===== config.mk =====
export PLATFORM = sky130hd
export DESIGN_NAME = fir_mac_scheduler
export DESIGN_NICKNAME = d
export VERILOG_FILES = /design/src/rtl/fir_pkg.sv /design/src/rtl/fir_sample_ring.sv /design/src/rtl/fir_mac_scheduler.sv
export SDC_FILE = /design/constraint.sdc
export NUM_CORES = 1
export LEC_CHECK = 0
export BUFFER_PORTS_ARGS = -buffer_cell sky130_fd_sc_hd__buf_4
export CAP_MARGIN = 40
export CELL_PAD_IN_SITES_DETAIL_PLACEMENT = 0
export CELL_PAD_IN_SITES_GLOBAL_PLACEMENT = 1
export CORE_MARGIN = 2
export CORE_UTILIZATION = 28
export CTS_BUF_LIST = sky130_fd_sc_hd__clkbuf_4 sky130_fd_sc_hd__clkbuf_8 sky130_fd_sc_hd__clkbuf_16
export CTS_CLUSTER_SIZE = 14
export DETAILED_ROUTE_END_ITERATION = 10
export PLACE_DENSITY = 0.61
export REMOVE_ABC_BUFFERS = 1
export SYNTH_ARGS = -nofsm -noshare
export SYNTH_HDL_FRONTEND = slang
export SYNTH_SLANG_ARGS = --single-unit
export TNS_END_PERCENT = 1

===== constraint.sdc =====
create_clock -name clk -period 9 [get_ports clk]
set_input_delay 0 -clock clk [delete_from_list [all_inputs] [get_ports clk]]
set_output_delay 0 -clock clk [all_outputs]
set_load 0.1 [all_outputs]

===== src/rtl/fir_pkg.sv =====
// Shared types and defaults for the FIR MAC scheduler.
// Contents: FSM state enum, default coefficient value, default N/TAPS/CW.
// Imported by fir_sample_ring and fir_mac_scheduler.
package fir_pkg;

    localparam int N_DEF    = 32;
    localparam int TAPS_DEF = 4;
    localparam int CW_DEF   = 8;

    // 0x20 on every tap of a 4-tap filter gives a scaled moving average.
    localparam int COEF_DEF = 'h20;

    typedef enum logic [1:0] {
        IDLE = 2'd0,
        MAC  = 2'd1,
        OUT  = 2'd2
    } fir_state_e;

endpackage


===== src/rtl/fir_sample_ring.sv =====
// Circular sample buffer: one write port, one registered read relative to the newest sample.
// Ports: wr_en/wr_dat write at wr_ptr; rd_off selects x[n-rd_off], result on rd_dat one cycle later.
// Latency: read data registered (1 cycle); warm flags TAPS samples written since reset.
module fir_sample_ring #(
    parameter int N    = 32,
    parameter int TAPS = 4,
    parameter int AW   = $clog2(TAPS)
) (
    input  logic          clk,
    input  logic          reset,
    input  logic          wr_en,
    input  logic [N-1:0]  wr_dat,
    input  logic [AW-1:0] rd_off,
    output logic [N-1:0]  rd_dat,
    output logic          warm
);

    localparam logic [AW-1:0] PTR_LAST  = AW'(TAPS - 1);
    localparam logic [AW:0]   FILL_FULL = (AW + 1)'(TAPS);

    logic [N-1:0]  r_ring [TAPS];
    logic [AW-1:0] r_wr_ptr;
    logic [AW:0]   r_fill;
    logic [N-1:0]  r_rd_dat;

    logic [AW-1:0] w_newest;
    logic [AW-1:0] w_rd_idx;

    // Newest sample sits one behind the write pointer.
    assign w_newest = (r_wr_ptr == '0) ? PTR_LAST : r_wr_ptr - 1'b1;

    // (newest - off) mod TAPS; the add of TAPS keeps non-power-of-two depths correct.
    assign w_rd_idx = (w_newest >= rd_off) ? (w_newest - rd_off)
                                           : (w_newest + AW'(TAPS) - rd_off);

    always_ff @(posedge clk or posedge reset) begin
        if (reset) begin
            for (int i = 0; i < TAPS; i++) begin
                r_ring[i] <= '0;
            end
            r_wr_ptr <= '0;
            r_fill   <= '0;
            r_rd_dat <= '0;
        end else begin
            r_rd_dat <= r_ring[w_rd_idx];
            if (wr_en) begin
                r_ring[r_wr_ptr] <= wr_dat;
                r_wr_ptr         <= (r_wr_ptr == PTR_LAST) ? '0 : r_wr_ptr + 1'b1;
                if (r_fill != FILL_FULL) begin
                    r_fill <= r_fill + 1'b1;
                end
            end
        end
    end

    assign rd_dat = r_rd_dat;
    assign warm   = (r_fill == FILL_FULL);

endmodule


===== src/rtl/fir_mac_scheduler.sv =====
// Time-multiplexed FIR filter: one multiply-accumulate per cycle over TAPS taps per sample.
// Ports: coef_* write port with coef_err, in_* / out_* valid-ready sample/result streams, out_warm, busy.
// Latency: sample accepted at edge t -> out_valid from edge t+TAPS+1; in_ready low while busy, result held until out_ready.
module fir_mac_scheduler
    import fir_pkg::*;
#(
    parameter int N    = N_DEF,
    parameter int TAPS = TAPS_DEF,
    parameter int CW   = CW_DEF
) (
    input  logic                     clk,
    input  logic                     reset,
    input  logic                     coef_wr,
    input  logic [$clog2(TAPS)-1:0]  coef_addr,
    input  logic [CW-1:0]            coef_data,
    output logic                     coef_err,
    input  logic                     in_valid,
    input  logic [N-1:0]             in_data,
    output logic                     in_ready,
    output logic                     out_valid,
    output logic [N-1:0]             out_data,
    input  logic                     out_ready,
    output logic                     out_warm,
    output logic                     busy
);

    localparam int            AW     = $clog2(TAPS);
    localparam logic [AW:0]   K_LAST = (AW + 1)'(TAPS);

    fir_state_e    r_state;
    fir_state_e    w_state_nxt;
    logic [N-1:0]  r_acc;
    logic [AW:0]   r_k;
    logic [AW-1:0] r_tap;
    logic [CW-1:0] r_coef [TAPS];
    logic          r_coef_err;

    logic          w_accept;
    logic          w_coef_ok;
    logic [AW-1:0] w_rd_off;
    logic [N-1:0]  w_ring_dat;
    logic [N-1:0]  w_prod;

    assign w_accept  = in_valid && (r_state == IDLE);
    assign w_coef_ok = coef_wr && (r_state == IDLE) && ({1'b0, coef_addr} < K_LAST);

    // The ring read is registered, so MAC spends k=0 issuing the first read and
    // k=1..TAPS accumulating; r_tap remembers which tap the read data belongs to.
    assign w_rd_off = (r_k < K_LAST) ? r_k[AW-1:0] : '0;
    assign w_prod   = w_ring_dat * N'(r_coef[r_tap]);

    fir_sample_ring #(
        .N    (N),
        .TAPS (TAPS),
        .AW   (AW)
    ) u_ring (
        .clk    (clk),
        .reset  (reset),
        .wr_en  (w_accept),
        .wr_dat (in_data),
        .rd_off (w_rd_off),
        .rd_dat (w_ring_dat),
        .warm   (out_warm)
    );

    always_ff @(posedge clk or posedge reset) begin
        if (reset) begin
            r_state <= IDLE;
        end else begin
            r_state <= w_state_nxt;
        end
    end

    always_comb begin
        w_state_nxt = r_state;
        in_ready    = 1'b0;
        out_valid   = 1'b0;
        out_data    = '0;
        busy        = 1'b1;
        case (r_state)
            IDLE: begin
                in_ready = 1'b1;
                busy     = 1'b0;
                if (w_accept) begin
                    w_state_nxt = MAC;
                end
            end
            MAC: begin
                if (r_k == K_LAST) begin
                    w_state_nxt = OUT;
                end
            end
            OUT: begin
                out_valid = 1'b1;
                out_data  = r_acc;
                if (out_ready) begin
                    w_state_nxt = IDLE;
                end
            end
            default: begin
                w_state_nxt = IDLE;
            end
        endcase
    end

    always_ff @(posedge clk or posedge reset) begin
        if (reset) begin
            r_acc <= '0;
            r_k   <= '0;
            r_tap <= '0;
        end else begin
            r_tap <= w_rd_off;
            if (w_accept) begin
                r_acc <= '0;
                r_k   <= '0;
            end else if (r_state == MAC) begin
                if (r_k != '0) begin
                    r_acc <= r_acc + w_prod;
                end
                if (r_k != K_LAST) begin
                    r_k <= r_k + 1'b1;
                end
            end
        end
    end

    // A write in the same cycle as an accepted sample lands before the first
    // MAC cycle, so the new coefficient already applies to that sample.
    always_ff @(posedge clk or posedge reset) begin
        if (reset) begin
            for (int i = 0; i < TAPS; i++) begin
                r_coef[i] <= CW'(COEF_DEF);
            end
            r_coef_err <= 1'b0;
        end else begin
            if (w_coef_ok) begin
                r_coef[coef_addr] <= coef_data;
            end
            r_coef_err <= coef_wr && !w_coef_ok;
        end
    end

    assign coef_err = r_coef_err;

endmodule

======== Word level (Yosys, flattened, before mapping) ========
Cells that the tools add are included.
storage, ports and cells
  register bits ........................... 237
  bits of input ports ..................... 47
  output and inout bits ................... 37
  word-level logic and storage cells ...... 89
operators by class
  add/sub/neg operators ................... 6
  $mul .................................... 1
  order comparisons ....................... 7
  equality and inequality tests ........... 10
  multiplexer cells ....................... 29
  bitwise operators ....................... 4
  reductions and logical operators ........ 16
operators by type and width
  cell                                                                          count
  32-bit 2-to-1 mux                                                             7
  128-bit bitwise mux                                                           1
  32-bit binary-select mux with 2-bit select                                    1
  32-bit demux with 2-bit select                                                1
  32-bit adder                                                                  1
  32-bit bitwise mux                                                            1
  32-bit by 8-bit multiplier with 32-bit output                                 1
  8-bit 2-to-1 mux                                                              3
  8-bit binary-select mux with 2-bit select                                     1
  8-bit demux with 2-bit select                                                 1
  3-bit greater-or-equal comparator, second input constant                      4
  2-bit 2-to-1 mux                                                              6
  2-bit inverter with 3-bit output                                              4
  3-bit 2-to-1 mux                                                              3
  3-bit by 1-bit adder with 3-bit output, second input constant                 2
  3-bit equality test, second input constant                                    2
  3-bit by 1-bit less-than comparator with 1-bit output, second input constant  2
  3-bit inequality test, second input constant                                  2
  2-bit case mux with 3 select lines                                            1
  2-bit AND reduction                                                           3
  2-bit nonzero test                                                            3
  1-bit logical AND                                                             5
  2-bit equality test, second input constant                                    2
  2-bit logical NOT                                                             2
  other kinds (11)                                                              14

======== Logic depth before layout (Yosys ltp) ========
  depth after elaboration ................. 9
  depth in mapped cells ................... 22
  depth with buffers taken out ............ 20

======== Modules after synthesis ========
Synthesis repeated with hierarchy kept, for this count alone.
second synthesis, totals
  cell total of the unflattened synthesis .. 1552
  area total of the unflattened synthesis .. 17395.4 µm²
by module, submodules not included
  module             instances  cells each  area each (µm²)  seq. area each (µm²)
  fir_mac_scheduler  1          1138        10677.7          1806.7
  fir_sample_ring    1          414         6717.7           4129.0

======== Worst setup path after synthesis ========
Ideal clock, no wire load.
  path kind ............................... reg2reg
  start point ............................. reg r_tap[0]
  end point ............................... reg r_acc[31]
  library setup time ...................... 0.122 ns
  data arrival time ....................... 5.837 ns
  data required time ...................... 8.878 ns
  setup slack ............................. 3.041 ns
  stages on the path, launching flop included .. 22
  path buffers ............................ 4
  clock period less this slack ............ 5.959 ns
  cell sequence ........................... dfrtp_1 > buf_6 > mux4_1 > clkbuf_1 > clkbuf_1 > and2_1 > fa_1 > fa_1 > fa_1 > inv_1 > fa_1 > inv_1 > ha_1 > clkbuf_1 > and3_1 > nand4_1 > o21ai_0 > or4_1 > nand2_1 > o311a_2 > or3_1 > a32o_1
between the ends
  longest elaborated chain between the ends .. 9
ends and longest elaborated chain
  what                                                    RTL line                  text
  from (decl)                                             fir_mac_scheduler.sv:34   logic [AW-1:0] r_tap;
  from (signal assigned)                                  fir_mac_scheduler.sv:112  r_tap <= w_rd_off;
  2-bit inverter with 3-bit output (implied by the code)  fir_mac_scheduler.sv:50   assign w_prod = w_ring_dat * N'(r_coef[r_tap]);
  8-bit binary-select mux with 2-bit select               fir_mac_scheduler.sv:50
  8-bit 2-to-1 mux (implied by the code) (2 in a row)     fir_mac_scheduler.sv:50
  32-bit by 8-bit multiplier with 32-bit output           fir_mac_scheduler.sv:50
  32-bit adder                                            fir_mac_scheduler.sv:118  r_acc <= r_acc + w_prod;
  32-bit 2-to-1 mux                                       fir_mac_scheduler.sv:117  if (r_k != '0) begin
  32-bit 2-to-1 mux                                       fir_mac_scheduler.sv:116  end else if (r_state == MAC) begin
  32-bit 2-to-1 mux                                       fir_mac_scheduler.sv:113  if (w_accept) begin
  to (signal assigned)                                    fir_mac_scheduler.sv:118
  to (decl)                                               fir_mac_scheduler.sv:32   logic [N-1:0] r_acc;
Every way passes these cells. The select of a mux whose other input is x is not followed.
A chain may end at the register's enable or synchronous reset.

======== Final worst setup path ========
Ends and elaborated chain as after synthesis.

==> impl_results.md <==
* # rows at 91
* Arr. time, crit path at 7280 ps
* R2r endpoint: r_acc[31]
* Largest net degree at the start of global routing at 93
* Cts bufs inserted at 28
* First-pass DRT Iterations at 4
* Initial antenna violation count at 1
* Final ANT Viol Nets at 0
* Clock sink total at 237
* Outcome: completed
* 1st-iter DRT viols at 511
* # DRC at 0
* Post-layout util at 33.1%
* Starting Density at 28.2%
* Part of the Yosys area used for sequential elements at 34.3%
* Final worst-path cycle share at 76.1%
* Post-cts repair resize count at 0
* Sum Neg Setup Slack at 0 ps
* R2R cell count at 18
* Critical path type: reg2reg
* Worst path max stage delay at 1000 ps
* Finish-stage setup viols at 0
* Share of post-route cells with drive strength above 1 at 23.0%
* Core footprint at 61400 um^2
* Slowest CP cell: mux4_1
* GRT Total Usage at 13.9%
* Die area at 63800 um^2
* Clock buffer depth at 3
* Ys Warns at 0
* Final GP Congestion at 0.774
* Distinct cells, synth at 65
* First-pass GRT wire length at 69300 um
* Worst R2R Start: r_tap[0]
* Synth async-reset ratio at 100%
* Top FF cell, synth: dfrtp_1
* Data required time of the worst path at 9430 ps
* Total Wirelength at 42800 um
* Post-synth top area share at 33.7%
* Final nets at 1890
* CP top delay family: adder cells
* Syn Inst Count at 1486
* Worst Skew at 12.6 ps
* Synth top area cells: dfrtp_1 (34%), fa_1 (22%), mux2_2 (11%), inv_1 (5.6%), mux4_2 (4.3%)
* Fin area at 20300 um^2
* Crit path max fanout at 19
* Hold Path Class: in2async
* Max Clk Rate at 146 MHz
* Mapped cell area at 17300 um^2
* Most frequent CP cell: fa_1
* Fin. Hold Viols at 0
* Area grow syn2layout at 17.5%
* RSZ-0062 raised after global routing: no
* CTS tree: yes
* Slew Viols, Final at 0
* Clock latency on the worst-skew pair at 560 ps
* Post-synth top area cell: dfrtp_1
* Die height at 253 um
* DR vias/cell at 4.52
* Worst reg2reg setup slack at 2150 ps
* I/O Buffers at 83
* Chip Width at 253 um
* Vias in the first global route at 12200
* Clock Tree Root: clkbuf_16
* CTS H-tree depth at 1
* Post-synth EDFFs at 0
* Antenna Cells at 0
* Placed instance area at 18900 um^2
* GRT overflow at 0
* Worst setup EP type: flop
* DP HPWL at 31200 um
* Min Tclk post-route at 6850 ps
* CTS clk-pin slew, worst paths at 60 ps
* Average size of a mapped cell at 11.6 um^2
* Critical Path Source Type: flop
* Top Ports at 84
* Routed WL per cell at 17.7 um
* Crit path cell chain: mux4_1 -> nand2_1 -> fa_1 -> inv_1 -> fa_1 -> fa_1 -> inv_1 -> fa_1 -> inv_1 -> ha_1 -> and3_1 -> nand4_1 -> o21ai_0 -> or4_1 -> nand2_1 -> o311a_2 -> or3_1 -> a32o_1
* Total number of vias at 10900
* Least-Margin Pin Slew at 821 ps
* Total of max-cap violations at 0
* Yosys reg bits at 237
* Max transition margin at 45.3%
* Worst Path Buf+Inv at 3
[synthesized netlist by cell type (4+ instances only)]
cell and instances:
nand4_1 4, a21o_1 16, fa_1 186, o211ai_1 4, a21oi_1 21, o21bai_1 5, xnor2_1 31, buf_1 12
and2b_2 7, dfrtp_1 233, nand3_1 4, nand2_1 81, o21ai_0 13, mux2_2 165, a22o_1 30, nor2b_1 95
mux2i_1 9, and2_1 56, clkbuf_1 41, a31oi_1 4, nor2_1 43, xor2_1 9, mux4_2 33, nand2b_1 10
and3_1 10, ha_1 50, dfstp_2 4, inv_1 258
[area by class of cell]
class	count	area, um^2
Timing Repair Buffer	150	1340
Clock inverter	7	113
Multi-Input combinational cell	931	10200
Sequential cell	237	5940
Fill cell	6133	41000
Inverter	259	980
Tap cell	790	988
Clock buffer	40	815
[worst reg2reg max path, stage by stage (launching register included)]
cell and delay, ps:
dfrtp_1 760, mux4_1 1000, nand2_1 240, fa_1 430, inv_1 80, fa_1 450, fa_1 560, inv_1 50
fa_1 470, inv_1 40, ha_1 410, and3_1 250, nand4_1 100, o21ai_0 490, or4_1 250, nand2_1 120
o311a_2 420, or3_1 350, a32o_1 250
[stage by stage]
stage | hold slack, ps | worst slack, ps | instances
floorplan | 112 | 2500 | 1427
global placement | 158 | 2280 | 2313
detailed placement | 174 | 2210 | 2320
CTS | 131 | 2190 | 2414
global route | 178 | 1840 | 2414
finish | 123 | 2150 | 2414
[worst max-delay path by stage]
stage | from | end | slack (ps) | depth (start not counted)
finish | r_tap[0] | r_acc[31] | 2150 | 18
global route | r_tap[0] | r_acc[31] | 1840 | 18
CTS | r_tap[0] | r_acc[31] | 2190 | 18
detailed placement | r_tap[0] | r_acc[31] | 2210 | 18
global placement | r_tap[0] | r_acc[31] | 2280 | 18
floorplan | reset | coef_err | 2500 | 1
[flip-flops by register name, summed over array words and instances (netlist names)]
register / flops
r_state: 2
u_ring.rd_dat: 32
r_tap: 2
r_k: 3
coef_err: 1
u_ring.r_fill: 3
u_ring.r_wr_ptr: 2
r_coef: 32
r_acc: 32
u_ring.r_ring: 128
[routing by layer]
layer | wire length, um | GRT usage (%) | up-vias
met1 | 19000 | 18.3 | 5731
li1 | - | - | 4999
met2 | 21300 | 24.1 | 139
met4 | 756 | 3.13 | 0
met3 | 1720 | 1.85 | 50
met5 | 0 | 0 | -
[cells by family (layout without fill, tap and decap cells)]
group	after synthesis	count (layout)	share of synthesized area, %
compound gates	117	117	4.95
xor+xnor	41	41	2.16
fa+ha+maj	236	236	25.2
buf+inv	318	456	7.11
flops	237	237	34.3
mux	211	211	16.1
simple gates	326	326	10.2
[timing repair]
action                    4_1_cts  5_1_grt
hold endpoints to repair      261        0
setup buffers                   0        0
hold buffers                   47        0
[layout by cell type (no fill, tap or decap), drive strengths merged, types with 21 or more instances in the layout]
master and count:
mux2 166, xnor2 31, dlygate4sd3 47, ha 50
mux4 36, fa 186, nand2 81, inv 259
buf 103, nor2b 97, dfrtp 233, a22o 30
a21oi 21, clkbuf 40, nor2 43, and2 56
Power is not shown: default switching activity piles up to over one toggle a cycle in this logic, so the estimate is an artifact.
